$ cat config.mk
export PLATFORM = sky130hd
export DESIGN_NAME = ysyx_220053_csr_seq_flat
export DESIGN_NICKNAME = d
export VERILOG_FILES = /design/src/rtl/ysyx_220053_csr_pkg.sv /design/src/rtl/ysyx_220053_csr_seq_if.sv /design/src/rtl/ysyx_220053_csr_regfile.sv /design/src/rtl/ysyx_220053_csr_seq.sv /design/src/flat_wrapper.sv
export SDC_FILE = /design/constraint.sdc
export NUM_CORES = 1
export LEC_CHECK = 0
export BUFFER_PORTS_ARGS = -buffer_cell sky130_fd_sc_hd__buf_2
export CAP_MARGIN = 10
export CELL_PAD_IN_SITES_DETAIL_PLACEMENT = 0
export CELL_PAD_IN_SITES_GLOBAL_PLACEMENT = 1
export CORE_MARGIN = 2
export CORE_UTILIZATION = 29
export DETAILED_ROUTE_END_ITERATION = 10
export GPL_TIMING_DRIVEN = 0
export PLACE_DENSITY = 0.66
export SYNTH_ARGS = -nofsm -noshare
export SYNTH_HDL_FRONTEND = slang
export SYNTH_HIERARCHICAL = 1
export SYNTH_SLANG_ARGS = --single-unit
$ cat constraint.sdc
create_clock -name clk -period 3.3 [get_ports clk]
set_input_delay 0.165 -clock clk [delete_from_list [all_inputs] [get_ports clk]]
set_output_delay 0.165 -clock clk [all_outputs]
set_load 0.1 [all_outputs]
$ cat src/rtl/ysyx_220053_csr_pkg.sv
// ysyx_220053_csr_pkg: shared constants for the M-mode CSR sequencer.
// Holds CSR addresses, CsrOp (funct3) encodings, FSM states, mstatus fields.
package ysyx_220053_csr_pkg;

   localparam logic [11:0] CSR_MSTATUS = 12'h300;
   localparam logic [11:0] CSR_MTVEC   = 12'h305;
   localparam logic [11:0] CSR_MEPC    = 12'h341;
   localparam logic [11:0] CSR_MCAUSE  = 12'h342;
   localparam logic [11:0] CSR_MCYCLE  = 12'hB00;

   localparam logic [2:0] OP_RW  = 3'b001;
   localparam logic [2:0] OP_RS  = 3'b010;
   localparam logic [2:0] OP_RC  = 3'b011;
   localparam logic [2:0] OP_RWI = 3'b101;
   localparam logic [2:0] OP_RSI = 3'b110;
   localparam logic [2:0] OP_RCI = 3'b111;

   typedef enum logic [2:0] {
      S_IDLE,
      S_READ,
      S_WRITE,
      S_TRAP,
      S_DONE
   } state_e;

   localparam int MS_MIE    = 3;
   localparam int MS_MPIE   = 7;
   localparam int MS_MPP_LO = 11;

   localparam logic [63:0] MSTATUS_RST = 64'h0000_000A_0000_1800;

endpackage

$ cat src/rtl/ysyx_220053_csr_seq_if.sv
// ysyx_220053_csr_seq_if: decoder-side request, result and trap-vector bus.
// master = decode/core side, slave = sequencer; XLEN sets data width.
interface ysyx_220053_csr_seq_if #(
   parameter int XLEN = 64
);
   logic            in_valid;
   logic            in_ready;
   logic            Csrwen;
   logic            Ecall;
   logic            Mret;
   logic [2:0]      CsrOp;
   logic [11:0]     CsrId;
   logic [XLEN-1:0] busa;
   logic [4:0]      zimm;
   logic [XLEN-1:0] pc;
   logic            out_valid;
   logic            out_ready;
   logic [XLEN-1:0] rd_data;
   logic            rd_wen;
   logic            redirect;
   logic [XLEN-1:0] redirect_pc;
   logic            err;
   logic [XLEN-1:0] mtvec;
   logic [XLEN-1:0] mepc;

   modport master (
      output in_valid, Csrwen, Ecall, Mret, CsrOp, CsrId,
      output busa, zimm, pc, out_ready,
      input  in_ready, out_valid, rd_data, rd_wen,
      input  redirect, redirect_pc, err, mtvec, mepc
   );

   modport slave (
      input  in_valid, Csrwen, Ecall, Mret, CsrOp, CsrId,
      input  busa, zimm, pc, out_ready,
      output in_ready, out_valid, rd_data, rd_wen,
      output redirect, redirect_pc, err, mtvec, mepc
   );
endinterface

$ cat src/rtl/ysyx_220053_csr_regfile.sv
// ysyx_220053_csr_regfile: M-mode CSR storage, read mux, masked writes,
// trap/mret side effects. Ports: rd_id->rd_val/rd_hit, wen/wr_id/wr_data,
// trap/trap_pc, mret, mtvec/mepc out. CSR_MCYCLE_EN adds mcycle (0xB00).
module ysyx_220053_csr_regfile
   import ysyx_220053_csr_pkg::*;
#(
   parameter int XLEN        = 64,
   parameter int ECALL_CAUSE = 11
) (
   input  logic            clk,
   input  logic            rst_n,
   input  logic [11:0]     rd_id,
   output logic [XLEN-1:0] rd_val,
   output logic            rd_hit,
   input  logic            wen,
   input  logic [11:0]     wr_id,
   input  logic [XLEN-1:0] wr_data,
   input  logic            trap,
   input  logic [XLEN-1:0] trap_pc,
   input  logic            mret,
   output logic [XLEN-1:0] mtvec,
   output logic [XLEN-1:0] mepc
);

   localparam logic [XLEN-1:0] ALIGN = ~XLEN'(3);

   logic [XLEN-1:0] mstatus_q;
   logic [XLEN-1:0] mtvec_q;
   logic [XLEN-1:0] mepc_q;
   logic [XLEN-1:0] mcause_q;

   always_ff @(posedge clk) begin
      if (!rst_n) begin
         mstatus_q <= MSTATUS_RST[XLEN-1:0];
         mtvec_q   <= '0;
         mepc_q    <= '0;
         mcause_q  <= '0;
      end else if (trap) begin
         mepc_q                        <= trap_pc & ALIGN;
         mcause_q                      <= XLEN'(ECALL_CAUSE);
         mstatus_q[MS_MPIE]            <= mstatus_q[MS_MIE];
         mstatus_q[MS_MIE]             <= 1'b0;
         mstatus_q[MS_MPP_LO+1:MS_MPP_LO] <= 2'b11;
      end else if (mret) begin
         mstatus_q[MS_MIE]             <= mstatus_q[MS_MPIE];
         mstatus_q[MS_MPIE]            <= 1'b1;
         mstatus_q[MS_MPP_LO+1:MS_MPP_LO] <= 2'b00;
      end else if (wen) begin
         case (wr_id)
            CSR_MSTATUS: mstatus_q <= wr_data;
            CSR_MTVEC:   mtvec_q   <= wr_data & ALIGN;
            CSR_MEPC:    mepc_q    <= wr_data & ALIGN;
            CSR_MCAUSE:  mcause_q  <= wr_data;
            default: ;
         endcase
      end
   end

`ifdef CSR_MCYCLE_EN
   logic [63:0] mcycle_q;

   // A software write wins over the free-running increment.
   always_ff @(posedge clk) begin
      if (!rst_n)
         mcycle_q <= '0;
      else if (wen && wr_id == CSR_MCYCLE)
         mcycle_q <= 64'(wr_data);
      else
         mcycle_q <= mcycle_q + 64'd1;
   end
`endif

   always_comb begin
      rd_val = '0;
      rd_hit = 1'b1;
      case (rd_id)
         CSR_MSTATUS: rd_val = mstatus_q;
         CSR_MTVEC:   rd_val = mtvec_q;
         CSR_MEPC:    rd_val = mepc_q;
         CSR_MCAUSE:  rd_val = mcause_q;
`ifdef CSR_MCYCLE_EN
         CSR_MCYCLE:  rd_val = XLEN'(mcycle_q);
`else
         CSR_MCYCLE:  rd_hit = 1'b0;
`endif
         default:     rd_hit = 1'b0;
      endcase
   end

   assign mtvec = mtvec_q;
   assign mepc  = mepc_q;

endmodule

$ cat src/rtl/ysyx_220053_csr_seq.sv
// ysyx_220053_csr_seq: multi-cycle CSR / ecall / mret sequencer (top).
// Ports: clk, rst_n (sync, active-low), bus (csr_seq_if slave). Macro CSR_MCYCLE_EN.
module ysyx_220053_csr_seq
   import ysyx_220053_csr_pkg::*;
#(
   parameter int XLEN        = 64,
   parameter int ECALL_CAUSE = 11
) (
   input logic                   clk,
   input logic                   rst_n,
   ysyx_220053_csr_seq_if.slave  bus
);

   state_e state_q, state_d;

   logic [2:0]      op_q;
   logic [11:0]     id_q;
   logic [XLEN-1:0] busa_q;
   logic [4:0]      zimm_q;
   logic [XLEN-1:0] pc_q;
   logic [XLEN-1:0] rd_data_q;
   logic            rd_wen_q;
   logic            redirect_q;
   logic [XLEN-1:0] redirect_pc_q;
   logic            err_q;

   logic            accept;
   logic [XLEN-1:0] src;
   logic [XLEN-1:0] wdata;
   logic            wr_ok;
   logic [XLEN-1:0] rf_rd_val;
   logic            rf_rd_hit;
   logic [XLEN-1:0] rf_mtvec;
   logic [XLEN-1:0] rf_mepc;

   assign accept = bus.in_valid && (state_q == S_IDLE);

   always_ff @(posedge clk) begin
      if (!rst_n)
         state_q <= S_IDLE;
      else
         state_q <= state_d;
   end

   always_comb begin
      state_d = state_q;
      unique case (state_q)
         S_IDLE: begin
            if (accept) begin
               if (bus.Ecall)
                  state_d = S_TRAP;
               else if (bus.Mret || !bus.Csrwen)
                  state_d = S_DONE;
               else
                  state_d = S_READ;
            end
         end
         S_READ:  state_d = S_WRITE;
         S_WRITE: state_d = S_DONE;
         S_TRAP:  state_d = S_DONE;
         S_DONE:  if (bus.out_ready) state_d = S_IDLE;
         default: state_d = S_IDLE;
      endcase
   end

   // Set/clear forms skip the write when the rs1 field (zimm) is x0/0.
   always_comb begin
      src   = op_q[2] ? XLEN'(zimm_q) : busa_q;
      wdata = rd_data_q;
      wr_ok = 1'b0;
      case (op_q)
         OP_RW, OP_RWI: begin
            wdata = src;
            wr_ok = 1'b1;
         end
         OP_RS, OP_RSI: begin
            wdata = rd_data_q | src;
            wr_ok = (zimm_q != 5'd0);
         end
         OP_RC, OP_RCI: begin
            wdata = rd_data_q & ~src;
            wr_ok = (zimm_q != 5'd0);
         end
         default: ;
      endcase
   end

   always_ff @(posedge clk) begin
      if (!rst_n) begin
         op_q          <= '0;
         id_q          <= '0;
         busa_q        <= '0;
         zimm_q        <= '0;
         pc_q          <= '0;
         rd_data_q     <= '0;
         rd_wen_q      <= 1'b0;
         redirect_q    <= 1'b0;
         redirect_pc_q <= '0;
         err_q         <= 1'b0;
      end else begin
         if (accept) begin
            op_q          <= bus.CsrOp;
            id_q          <= bus.CsrId;
            busa_q        <= bus.busa;
            zimm_q        <= bus.zimm;
            pc_q          <= bus.pc;
            rd_data_q     <= '0;
            rd_wen_q      <= 1'b0;
            redirect_q    <= bus.Mret && !bus.Ecall;
            redirect_pc_q <= (bus.Mret && !bus.Ecall) ? rf_mepc : '0;
            err_q         <= (bus.Ecall && bus.Mret) ||
                             !(bus.Ecall || bus.Mret || bus.Csrwen);
         end
         if (state_q == S_READ) begin
            rd_data_q <= rf_rd_val;
            if (!rf_rd_hit) err_q <= 1'b1;
         end
         if (state_q == S_WRITE)
            rd_wen_q <= 1'b1;
         // The trap edge leaves mtvec untouched, so its current value
         // is also its post-edge value.
         if (state_q == S_TRAP) begin
            redirect_q    <= 1'b1;
            redirect_pc_q <= rf_mtvec;
         end
      end
   end

   ysyx_220053_csr_regfile #(
      .XLEN        (XLEN),
      .ECALL_CAUSE (ECALL_CAUSE)
   ) u_regfile (
      .clk     (clk),
      .rst_n   (rst_n),
      .rd_id   (id_q),
      .rd_val  (rf_rd_val),
      .rd_hit  (rf_rd_hit),
      .wen     ((state_q == S_WRITE) && wr_ok),
      .wr_id   (id_q),
      .wr_data (wdata),
      .trap    (state_q == S_TRAP),
      .trap_pc (pc_q),
      .mret    (accept && bus.Mret && !bus.Ecall),
      .mtvec   (rf_mtvec),
      .mepc    (rf_mepc)
   );

   assign bus.in_ready    = (state_q == S_IDLE);
   assign bus.out_valid   = (state_q == S_DONE);
   assign bus.rd_data     = rd_data_q;
   assign bus.rd_wen      = rd_wen_q;
   assign bus.redirect    = redirect_q;
   assign bus.redirect_pc = redirect_pc_q;
   assign bus.err         = err_q;
   assign bus.mtvec       = rf_mtvec;
   assign bus.mepc        = rf_mepc;

endmodule

$ cat src/flat_wrapper.sv
// flat-port wrapper written by rule: the top's interface ports become plain ports
module ysyx_220053_csr_seq_flat import ysyx_220053_csr_pkg::*;
#(
   parameter int XLEN        = 64,
   parameter int ECALL_CAUSE = 11
)
  (clk, rst_n, bus_in_valid, bus_Csrwen, bus_Ecall, bus_Mret, bus_CsrOp, bus_CsrId, bus_busa, bus_zimm, bus_pc, bus_out_ready, bus_in_ready, bus_out_valid, bus_rd_data, bus_rd_wen, bus_redirect, bus_redirect_pc, bus_err, bus_mtvec, bus_mepc);
  ysyx_220053_csr_seq_if #(.XLEN(XLEN)) bus_i ();
  input logic clk;
  input logic rst_n;
  input wire logic [$bits(bus_i.in_valid)-1:0] bus_in_valid;
  input wire logic [$bits(bus_i.Csrwen)-1:0] bus_Csrwen;
  input wire logic [$bits(bus_i.Ecall)-1:0] bus_Ecall;
  input wire logic [$bits(bus_i.Mret)-1:0] bus_Mret;
  input wire logic [$bits(bus_i.CsrOp)-1:0] bus_CsrOp;
  input wire logic [$bits(bus_i.CsrId)-1:0] bus_CsrId;
  input wire logic [$bits(bus_i.busa)-1:0] bus_busa;
  input wire logic [$bits(bus_i.zimm)-1:0] bus_zimm;
  input wire logic [$bits(bus_i.pc)-1:0] bus_pc;
  input wire logic [$bits(bus_i.out_ready)-1:0] bus_out_ready;
  output wire logic [$bits(bus_i.in_ready)-1:0] bus_in_ready;
  output wire logic [$bits(bus_i.out_valid)-1:0] bus_out_valid;
  output wire logic [$bits(bus_i.rd_data)-1:0] bus_rd_data;
  output wire logic [$bits(bus_i.rd_wen)-1:0] bus_rd_wen;
  output wire logic [$bits(bus_i.redirect)-1:0] bus_redirect;
  output wire logic [$bits(bus_i.redirect_pc)-1:0] bus_redirect_pc;
  output wire logic [$bits(bus_i.err)-1:0] bus_err;
  output wire logic [$bits(bus_i.mtvec)-1:0] bus_mtvec;
  output wire logic [$bits(bus_i.mepc)-1:0] bus_mepc;
  assign bus_i.in_valid = bus_in_valid;
  assign bus_i.Csrwen = bus_Csrwen;
  assign bus_i.Ecall = bus_Ecall;
  assign bus_i.Mret = bus_Mret;
  assign bus_i.CsrOp = bus_CsrOp;
  assign bus_i.CsrId = bus_CsrId;
  assign bus_i.busa = bus_busa;
  assign bus_i.zimm = bus_zimm;
  assign bus_i.pc = bus_pc;
  assign bus_i.out_ready = bus_out_ready;
  assign bus_in_ready = bus_i.in_ready;
  assign bus_out_valid = bus_i.out_valid;
  assign bus_rd_data = bus_i.rd_data;
  assign bus_rd_wen = bus_i.rd_wen;
  assign bus_redirect = bus_i.redirect;
  assign bus_redirect_pc = bus_i.redirect_pc;
  assign bus_err = bus_i.err;
  assign bus_mtvec = bus_i.mtvec;
  assign bus_mepc = bus_i.mepc;
  ysyx_220053_csr_seq #(.XLEN(XLEN), .ECALL_CAUSE(ECALL_CAUSE)) u_core (.clk(clk), .rst_n(rst_n), .bus(bus_i));
endmodule
==> impl_metrics.ini <==
[yosys]
avgSynthCellArea_um2 = 8.19
synthesis.instances = 3014
ys.warnings.count = 6
synth_area_um2 = 24700

[routing]
wirelength_met1_mm = 54.0
num_vias = 25500
dr_wl_met2_mm = 55.0
drt-total-wl_mm = 122
wl_per_cell_um = 25.2
ant_nets = 0
vias_per_cell = 5.27
firstDrtPassIters = 5
met3_length_mm = 8.79
topRoutingLayerUsed = met5
drc_errors = 0
first_iter_violations = 2082

[timing]
timing.slew.headroom_pct = 18.5
min_period_ns = 3.21
worst_pin_slew_ns = 1.22
fin_worst_skew_ns = 0.0317
rsz0062_at_grt = false
drv_slew = 0
fin_ws_ns = 0.0930
finalCritPeriodShare_pct = 97.2
setup_viol = 0
finalHoldViolations = 0
timing.fmax_mhz = 312

[global_route]
track_usage_pct = 27.1
gr-total-overflow = 0
grt_pass1_vias = 24700
grt_first_pass_wirelength_mm = 173
antenna_found_initial = 8
grt_max_degree = 15

[final_layout]
layout.nets = 3805
drive_gt1_share_pct = 19.2
area_growth_pct = 29.7
nFillCells = 8977
finish.instance_area_um2 = 32000

[clock_network]
clk_latency_ns = 0.62
cts-htree-levels = 3
cts-root-buf = clkbuf_16
tritoncts = yes
cts_made_buffers = 66
clkTransAtPathRegs_ns = 0.06
cts.sinks = 532
cts_buffer_depth = 3

[floorplan]
num_rows = 107
core-area_um2 = 84700
initial_utilization_pct = 29.1
die_w_um = 296
fp.dieH_um = 296
top_level_ports = 416
die_area_um2 = 87500

[critical_path]
r2r_end = u_core/u_regfile/mcause_q[36]
worstPathRequired_ns = 3.82
cp-end-kind = flop
critPathCapture = u_core/u_regfile/mcause_q[36]
r2r_cells = 11
r2r-start = u_core/state_q[2]
cp_data_arrival_time_ns = 3.73
critical_path_class = flop to flop
startpoint = u_core/state_q[2]
ff2ff_setup_slack_ns = 0.09
worstSetupStartpointType = flop
path_max_fanout = 10

[place]
place_area_um2 = 28200
place_ws_ns = -1.02
portBuffers = 408
gp_congestion = 0.881
dp_hpwl_mm = 89.3

[pwr]
max-vdd-ir-drop_mv = 0.323
power_density_nw_per_um2 = 512
leakagePower_nw = 12.1

[run]
maxCapViolations = 0

[status]
status = finished, final reports clean

[hold_path]
min_path_type = input port to flop
[through the flow]
stage	setup TNS, ns	utilization (%)	hold slack [ns]	total power, mW	cells
floorplan	0	-	0.300	8.01	3017
global placement	-219.16	33.2	0.409	8.88	4569
global route	0	37.8	0.0901	16.9	4840
CTS	0	37.8	0.0115	16.5	4841
finish	0	37.8	0.0498	16.4	4841
detailed placement	-154.66	33.3	0.409	8.90	4571
[sequential cells by signal, summed over array words and instances (netlist names)]
register / cells
u_core/pc_q: 62
u_core/u_regfile/mepc: 62
u_core/bus.rd_data: 64
u_core/zimm_q: 5
u_core/bus.redirect_pc: 64
u_core/state_q: 3
u_core/u_regfile/mtvec: 62
u_core/op_q: 3
u_core/u_regfile/mcause_q: 64
u_core/bus.rd_wen: 1
u_core/u_regfile/mstatus_q: 64
u_core/busa_q: 64
u_core/bus.err: 1
u_core/id_q: 12
u_core/bus.redirect: 1
[final cells by class]
class / count / area [µm²] / area share, %
diodes: 1 / 2.50 / 0.00781
plain buffers: 299 / 1400 / 4.37
clock buffers: 95 / 1900 / 5.94
clock inverters: 19 / 264 / 0.824
inverters: 4 / 16.3 / 0.0508
multi-input cells: 2180 / 12700 / 39.7
flip-flops and latches: 532 / 10700 / 33.3
well taps: 1144 / 1430 / 4.47
repair buffers: 567 / 3640 / 11.4
[power by group]
group / switching [mW] / leakage, nW / internal [mW]
combinational: 1.56 / 6.70 / 0.649
clock: 2.97 / 1.06 / 4.47
sequential: 0.141 / 4.31 / 6.59
total: 4.68 / 12.1 / 11.7
[how the worst min path moves through the flow]
stage / end / startpoint / depth (start not counted)
6_report: u_core/bus.err / bus_Ecall / 4
5_1_grt: u_core/state_q[2] / bus_out_ready / 3
3_3_place_gp: u_core/busa_q[2] / bus_busa[2] / 3
3_5_place_dp: u_core/busa_q[58] / bus_busa[58] / 3
2_1_floorplan: u_core/pc_q[10] / bus_pc[10] / 2
4_1_cts: u_core/bus.err / bus_Ecall / 4
[layout by cell type (no fill, tap or decap), drive strengths merged, types with 2 or more instances in the layout]
master and instances:
o311a 3, o21ai 126, nor2 21, or4 3, a21boi 276, or3b 2, o221ai 64, mux2i 127
dlygate4sd3 152, a311oi 2, or2 66, conb 4, a221o 62, nor3b 65, nor3 130, a211oi 5
nor4 4, nand2 676, clkbuf 281, nor4b 3, a21oi 125, nor2b 68, or3 2, clkinv 8
and4 5, nand2b 4, bufinv 6, a22o 59, a311o 2, dfxtp 532, and2 4, buf 528
a32oi 2, clkinvlp 3, inv 6, a2bb2oi 2, nand3 253
[critical path, cell delays in order (launching register included)]
cell       delay (ns)
dfxtp_1          0.35
buf_4            0.25
clkbuf_4         0.25
nor2_1           0.13
nand2_1          0.16
a311oi_2         0.33
nand4bb_1        0.26
nor4_2           0.42
buf_2            0.41
buf_2            0.31
nand2_1          0.10
a21oi_1          0.14
[per-layer routing]
layer | vias to the layer above | track usage [%]
met2 | 936 | 43.4
met4 | 8 | 10.0
met1 | 12500 | 35.9
met3 | 198 | 5.40
li1 | 11900 | -
met5 | - | 0
[repair_timing]
action	4_1_cts	5_1_grt
hold buffers	152	0
resized for setup	24	20
endpoints found under the hold margin	149	0
setup buffers	5	0
pin swaps	2	0
endpoints found under the setup margin	253	99
Power figures use the tool's default switching activity.
